==> src/rtl/dfp_arbiter.sv <==
// Two-client arbiter between the I-cache and D-cache DFP ports and the single
// cacheline burst adaptor; one transaction in flight, held stable until mem_resp.
module dfp_arbiter #(
    parameter int unsigned FIXED_DPRIO = 0,
    parameter int unsigned ADDR_W      = 32,
    parameter int unsigned LINE_W      = 256
) (
    input  logic              clk,
    input  logic              rst,

    input  logic [ADDR_W-1:0] i_dfp_addr,
    input  logic              i_dfp_read,
    output logic [LINE_W-1:0] i_dfp_rdata,
    output logic              i_dfp_resp,

    input  logic [ADDR_W-1:0] d_dfp_addr,
    input  logic              d_dfp_read,
    input  logic              d_dfp_write,
    input  logic [LINE_W-1:0] d_dfp_wdata,
    output logic [LINE_W-1:0] d_dfp_rdata,
    output logic              d_dfp_resp,

    output logic [ADDR_W-1:0] mem_addr,
    output logic              mem_read,
    output logic              mem_write,
    output logic [LINE_W-1:0] mem_wdata,
    input  logic [LINE_W-1:0] mem_rdata,
    input  logic              mem_resp
);

    typedef enum logic [1:0] {IDLE, BUSY, RESP} state_t;
    typedef enum logic {GNT_I, GNT_D} gnt_t;

    state_t             state, state_next;
    gnt_t               grant, last_grant;
    logic [ADDR_W-1:0]  addr_q;
    logic               read_q;
    logic               write_q;
    logic [LINE_W-1:0]  wdata_q;
    logic [LINE_W-1:0]  i_rdata_q;
    logic [LINE_W-1:0]  d_rdata_q;

    logic i_req, d_req, pick_d, accept;

    assign i_req  = i_dfp_read;
    assign d_req  = d_dfp_read | d_dfp_write;
    // D wins when alone, when it has fixed priority, or when I was served last.
    assign pick_d = d_req && (!i_req || (FIXED_DPRIO != 0) || (last_grant == GNT_I));
    assign accept = (state == IDLE) && (i_req || d_req);

    // NOTE: every variable written here gets a default first, so no latch is inferred.
    always_comb begin
        state_next = state;
        case (state)
            IDLE:    if (i_req || d_req) state_next = BUSY;
            BUSY:    if (mem_resp)       state_next = RESP;
            RESP:                        state_next = IDLE;
            default:                     state_next = IDLE;
        endcase
    end

    // NOTE: the line registers are reset as well, because a reset must clear every output.
    always_ff @(posedge clk or negedge rst) begin
        if (!rst) begin
            state      <= IDLE;
            grant      <= GNT_I;
            last_grant <= GNT_I;
            addr_q     <= '0;
            read_q     <= 1'b0;
            write_q    <= 1'b0;
            wdata_q    <= '0;
            i_rdata_q  <= '0;
            d_rdata_q  <= '0;
        end else begin
            // NOTE: non-blocking so every register samples pre-edge values.
            state <= state_next;
            if (accept) begin
                grant      <= pick_d ? GNT_D : GNT_I;
                last_grant <= pick_d ? GNT_D : GNT_I;
                addr_q     <= pick_d ? d_dfp_addr : i_dfp_addr;
                write_q    <= pick_d && d_dfp_write;
                read_q     <= pick_d ? !d_dfp_write : 1'b1;
                if (pick_d && d_dfp_write) wdata_q <= d_dfp_wdata;
            end
            if ((state == BUSY) && mem_resp && read_q) begin
                if (grant == GNT_D) d_rdata_q <= mem_rdata;
                else                i_rdata_q <= mem_rdata;
            end
        end
    end

    assign mem_addr    = addr_q;
    assign mem_wdata   = wdata_q;
    assign mem_read    = (state == BUSY) && read_q;
    assign mem_write   = (state == BUSY) && write_q;
    assign i_dfp_rdata = i_rdata_q;
    assign d_dfp_rdata = d_rdata_q;
    assign i_dfp_resp  = (state == RESP) && (grant == GNT_I);
    assign d_dfp_resp  = (state == RESP) && (grant == GNT_D);

    // Read and write together is illegal; the write is issued and this flags it.
    rw_exclusive: assert property (@(posedge clk) disable iff (!rst)
        !(d_dfp_read && d_dfp_write))
        else $warning("dfp_arbiter: d_dfp_read and d_dfp_write both high");

endmodule

==> config.mk <==
export PLATFORM = sky130hd
export DESIGN_NAME = dfp_arbiter
export DESIGN_NICKNAME = d
export VERILOG_FILES = /design/src/rtl/dfp_arbiter.sv
export SDC_FILE = /design/constraint.sdc
export NUM_CORES = 1
export LEC_CHECK = 0
export ABC_AREA = 1
export CAP_MARGIN = 10
export CORE_AREA = 4 4 541 543
export DETAILED_ROUTE_END_ITERATION = 16
export DIE_AREA = 0 0 545 547
export SLEW_MARGIN = 20
export SYNTH_ARGS = -nofsm -noshare
export SYNTH_HDL_FRONTEND = slang
export SYNTH_SLANG_ARGS = --single-unit
export TNS_END_PERCENT = 5
==> constraint.sdc <==
create_clock -name clk -period 4.45 [get_ports clk]
set_input_delay 0.89 -clock clk [delete_from_list [all_inputs] [get_ports clk]]
set_output_delay 0.89 -clock clk [all_outputs]
set_load 0.005 [all_outputs]
==> results by group, run 1 <==
Run status
  – Status: complete, no violations

Route
  – DR pass1 iterations: 5
  – Detailed router's first-iteration violation count: 2834
  – DR WL/cell: 25.1 um
  – Routed Antenna Nets: 0
  – Routed vias: 32190
  – Vias per inst: 3.64
  – Overall routed net length: 222 mm
  – Residual DRC count: 0

Power
  – Switching Fraction: 38.0%
  – Static Leak: 24.9 nW
  – Clock network power share: 23.2%
  – Net switching power: 0.0145 W
  – Pint: 0.0236 W
  – Sequential share of power: 33.1%
  – Power, Total: 0.0381 W
  – Pwr Density: 701 nW/um^2
  – Max IR drop VDD: 0.000394 V
  – Combinational Power Share: 43.7%

Global route
  – Initial antenna violation count: 160
  – All-Layer GR Usage: 14.2%
  – GR Overflow Total: 0
  – First-pass GRT wire length: 289 mm
  – Largest net degree at the start of global routing: 133
  – Vias in the first global route: 31563

Floorplan
  – Die W: 545 um
  – Initial Util: 11.3%
  – Vert. Die Dim: 547 um
  – Core footprint: 288000 sq um
  – # IOs: 1386
  – Die area: 298000 sq um
  – Rows: 197

Timing
  – Number of hold violations in the final report: 0
  – Final worst-path cycle share: 76.4%
  – Final setup vio count: 0
  – Setup TNS: 0 ns
  – Min cycle time layout: 3.40 ns
  – Slew Viols, Final: 0
  – Slew at the pin with the worst max-slew slack: 0.978 ns
  – Max Freq: 294 MHz
  – Slew HR: 34.8%
  – Clk_skew: 0.0575 ns
  – RSZ-0062 raised after global routing: false

Clock tree
  – CTS Buf Count: 104
  – Postcts setup bufs: 0
  – Clock latency on the worst-skew pair: 0.84 ns
  – Clock slew at reported path FFs: 0.07 ns
  – CTS tree: built
  – Root buf cell: clkbuf_16
  – CTS sink count: 805
  – H-tree level count: 3
  – Clk buf depth: 4
  – Post-CTS Resized: 0
  – Hold buffer count at cts: 0

Final layout
  – Multi-input gate area: 10800 sq um
  – Post-layout net count: 5524
  – Filler cells: 32010
  – Area grow syn2layout: 66.6%
  – Reg area: 20100 sq um
  – Layout cell share with drive strength beyond 1: 5.28%

Yosys
  – Largest family of logic cells by synthesized area: simple AND/OR/NAND/NOR gates
  – Post-Syn Instances: 3664
  – Mapped Nets: 4246
  – Post-synthesis compound-gate area fraction: 0.119%
  – Synth Cell Area: 32600 sq um
  – Sequential share of the synthesized area: 61.8%
  – Multiplexer share of the synthesized area: 0%
  – Yosys reg bits: 805
  – Synth Warn #: 0
  – Synth Area in XOR/XNOR: 0%
  – Mean Syn Cell Area: 8.90 sq um
  – Simple-gate share of the synthesized area: 32.8%
  – Cell variety after synth: 19
  – Adder-cell area share of the yosys netlist: 0%

Placed design
  – Port Buffers: 1385
  – Dpl hpwl: 179 mm
  – GP Congestion: 0.891

Setup path
  – Critical Path Source Type: register
  – CP arrival: 2.51 ns
  – Reg2Reg Capture Point: mem_wdata[98]$_DFFE_PN0P_
  – R2R depth: 6
  – Crit. End Element: output port
  – RR Startpoint: state[1]$_DFFE_PN0P_
  – Critical path peak fanout: 85
  – CP required: 3.56 ns
  – FF-to-FF setup slack: 1.77 ns
  – Setup Crit Path Kind: register to output port

Job
  – Max_cap viols: 0

Min path
  – Worst hold-check path type: input port to asynchronous set/reset pin
sequential cells by signal, indices dropped and copies added, names as in the netlist:
name and cells:
write_q 1, mem_wdata 256, read_q 1, last_grant 1, state 2, mem_addr 32, i_dfp_rdata 256, d_dfp_rdata 256
cells in the final DEF (no fill, tap or decap), drive strengths merged:
| master | instances |
|---|---|
| a21oi | 2 |
| buf | 84 |
| bufinv | 9 |
| clkbuf | 139 |
| clkdlybuf4s50 | 1384 |
| clkinv | 23 |
| clkinvlp | 3 |
| dfrtp | 805 |
| diode | 39 |
| inv | 81 |
| nand2 | 1642 |
| nand3 | 578 |
| nand4 | 256 |
| nor2 | 4 |
| nor3 | 2 |
| o21ai | 5 |
metrics by stage:
| step | setup WS [ns] | area (sq um) | hold WS (ns) | utilization [%] | std cells |
|---|---|---|---|---|---|
| after floorplan | 2.42 | 32600 | 0.453 | - | 3664 |
| after global placement | 1.14 | 50800 | 0.452 | 17.6 | 8617 |
| after detailed placement | 1.11 | 50800 | 0.457 | 17.6 | 8617 |
| after CTS | 0.848 | 54200 | 0.0272 | 18.9 | 8798 |
| after global routing | 0.865 | 54300 | 0.0807 | 18.9 | 8814 |
| final | 1.05 | 54400 | 0.112 | 18.9 | 8837 |
how the worst max path moves through the flow:
stage	from	to	slack [ns]
6_report	last_grant$_DFFE_PN0P_	d_dfp_resp	1.05
5_1_grt	last_grant$_DFFE_PN0P_	d_dfp_resp	0.87
4_1_cts	last_grant$_DFFE_PN0P_	d_dfp_resp	0.85
3_5_place_dp	d_dfp_read	mem_wdata[161]$_DFFE_PN0P_	1.11
3_3_place_gp	d_dfp_read	mem_wdata[159]$_DFFE_PN0P_	1.14
2_1_floorplan	last_grant$_DFFE_PN0P_	i_dfp_resp	2.42
routing by layer:
layer / global-route usage, % / wire [um] / vias to the layer above
met3: 8.55 / 31800 / 487
met1: 14.5 / 75700 / 15427
met5: 0 / 931 / -
met2: 22.8 / 101000 / 1592
met4: 7.12 / 12800 / 144
li1: - / - / 14540
cell type report:
type                       count  area share (%)
clock buffer                 139            5.44
multi-input combinational   2489            19.9
inverter                      74           0.539
antenna                       39           0.180
tap                         3781            8.70
clock inverter                42           0.976
sequential                   805            37.1
timing repair buffer        1468            27.2
Yosys cell counts, drive strengths merged:
cell	number	area, sq um
a21oi	2	13.8
buf	216	1160
clkbuf	80	300
dfrtp	805	20100
inv	74	278
nand2	1642	6160
nand3	578	2900
nand4	256	1600
nor2	4	22.5
nor3	2	10.0
o21ai	5	25.0
critical path: stages, from the launching register on:
cell and delay (ns):
dfrtp_4 0.59, inv_8 0.46, nor3_1 0.09, clkdlybuf4s50_1 0.55
cell families after synthesis:
logic type | Yosys count
buffers and inverters | 370
flip-flops | 805
AND/OR/NAND/NOR | 2482
AO/OA/AOI/OAI | 7
power groups by stage:
stage	Combinational, W	Clock (W)	Sequential [W]
final	0.0166	0.00885	0.0126
after global routing	0.0181	0.00941	0.0130
after CTS	0.0172	0.00922	0.0126
after detailed placement	0.0171	0	0.0126
after global placement	0.0170	0	0.0126
after floorplan	0.00508	0	0.0127
No activity file was read; power rests on OpenSTA's default activity.
==> inputs of run 2 (changes only) <==
- clock period: 4.45 -> 3 ns (I/O delays scaled with it)
==> results by group, run 2 (synthesis results as in run 1) <==
Setup path
  – Critical Path Source Type: register
  – Setup Crit Path Kind: register to output port
  – Kind of cell adding the most delay to the critical path: buffers and inverters
  – CP max stage cell: clkdlybuf4s50_1
  – R2R depth: 8
  – CP arrival: 2.29 ns
  – CP required: 2.40 ns
  – CP Depth: 4
  – CP cell instances: inv_1 > nand2_1 > nor2_1 > clkdlybuf4s50_1
  – CP bufs+invs: 2
  – Critical path peak fanout: 5
  – CP max stage delay: 0.56 ns
  – Crit. End Element: output port

Final layout
  – Area grow syn2layout: 68.5%
  – Number of non-filler instances in the completed layout: 8908
  – Most frequent cells in the layout: 1639 x nand2_1, 1374 x clkdlybuf4s50_1, 804 x dfrtp_1, 576 x nand3_1, 256 x nand4_1
  – Filler cells: 31954
  – Layout cell share with drive strength beyond 1: 6.21%
  – Most common cell after layout, fill and taps aside: nand2_1
  – Post-layout instance area: 55000 sq um
  – Post-layout net count: 5582

Floorplan
  – Die area: 298000 sq um
  – Core footprint: 288000 sq um
  – Rows: 197
  – # IOs: 1386
  – Initial Util: 11.3%
  – Die W: 545 um
  – Vert. Die Dim: 547 um

Timing
  – Final setup vio count: 0
  – Slew Viols, Final: 0
  – Max Freq: 346 MHz
  – RSZ-0062 raised after global routing: false
  – Setup TNS: 0 ns
  – Number of hold violations in the final report: 0
  – Slew at the pin with the worst max-slew slack: 0.851 ns
  – Min cycle time layout: 2.89 ns
  – Final worst-path cycle share: 96.4%
  – Clk_skew: 0.111 ns
  – Slew HR: 43.0%

Power
  – Power, Total: 0.0563 W
  – Pwr Density: 1020 nW/um^2
  – Max IR drop VDD: 0.000540 V
  – Static Leak: 25.2 nW

Clock tree
  – Clk buf depth: 4
  – H-tree level count: 3
  – CTS sink count: 805
  – Clock latency on the worst-skew pair: 0.84 ns
  – Clock slew at reported path FFs: 0.06 ns
  – CTS Buf Count: 101
  – Root buf cell: clkbuf_16
  – CTS tree: built

Global route
  – M3 GR Usage: 8.79%
  – M2 GR Usage: 22.4%
  – GR Overflow Total: 0
  – All-Layer GR Usage: 14.1%
  – Grt met1 use: 14.0%
  – Initial antenna violation count: 180
  – Vias in the first global route: 31372
  – Largest net degree at the start of global routing: 128
  – Grt peak-use layer: met2
  – First-pass GRT wire length: 288 mm

Route
  – DR pass1 iterations: 8
  – Vias per inst: 3.65
  – Routed Antenna Nets: 0
  – Overall routed net length: 222 mm
  – DR WL/cell: 24.9 um
  – Detailed router's first-iteration violation count: 2597
  – Routed vias: 32470
  – Residual DRC count: 0

Min path
  – Worst hold-check path type: input port to asynchronous set/reset pin

Run status
  – Status: complete, no violations

Placed design
  – Port Buffers: 1385
  – Post-DP Area: 51500 sq um
  – GP Congestion: 0.894
  – Placed Instances: 8675
  – Dpl hpwl: 182 mm

Job
  – Max_cap viols: 0
-- run 2: area by class of cell --
type,instances,area [sq um],share of cell area (%)
Sequential cell,805,20100,36.6
Timing Repair Buffer,1529,15600,28.4
Clock inverter,34,437,0.794
Inverter,74,293,0.533
Antenna cell,57,143,0.259
Tap cell,3781,4730,8.60
Multi-Input combinational cell,2489,10800,19.6
Clock buffer,139,2830,5.15
-- run 2: power by group --
group / total (W) / switching [W] / leakage, nW / internal (W)
logic: 0.0252 / 0.0133 / 13.5 / 0.0119
registers: 0.0187 / 0.00290 / 10.1 / 0.0158
clock network: 0.0124 / 0.00521 / 1.59 / 0.00720
-- run 2: worst reg2reg max path, cell delays in order (launching register included) --
cell and delay [ns]:
dfrtp_1 0.35, inv_1 0.20, nand3_2 0.14, nor2_4 0.12, buf_12 0.19, buf_12 0.25
buf_12 0.27, nand3_1 0.31, nand2_1 0.16
-- run 2: metrics by stage --
step | util, % | setup slack [ns] | hold WS, ns
3_5_place_dp | 17.9 | 0.438 | 0.457
5_1_grt | 19.1 | 0.00562 | 0.243
6_report | 19.1 | 0.107 | 0.309
4_1_cts | 19.1 | 0.0127 | 0.194
3_3_place_gp | 17.9 | 0.456 | 0.452
2_1_floorplan | - | 1.26 | 0.304
-- run 2: layer usage --
metal	wire length [um]	share of wire, %
met5	1120	0.50
met4	15000	6.8
met3	32500	15
met2	99400	45
met1	73500	33
-- run 2: timing repair --
action / CTS / global route
endpoints found under the hold margin: 26 / 0
resized for setup: 2 / 0
hold buffers: 1 / 0
setup buffers: 2 / 0
setup endpoints to repair: 3 / 0
-- run 2: path summary, 6_finish.rpt --
check / startpoint / endpoint / slack [ns]
max in group asynchronous: rst / d_dfp_rdata[224]$_DFFE_PN0P_ / 1.63
min reg2reg: d_dfp_rdata[175]$_DFFE_PN0P_ / d_dfp_rdata[175]$_DFFE_PN0P_ / 0.47
min in group clk: d_dfp_wdata[205] / mem_wdata[205]$_DFFE_PN0P_ / 0.31
max reg2reg: state[1]$_DFFE_PN0P_ / d_dfp_rdata[215]$_DFFE_PN0P_ / 0.84
max: state[1]$_DFFE_PN0P_ / mem_write / 0.11
min: rst / mem_wdata[159]$_DFFE_PN0P_ / 0.31
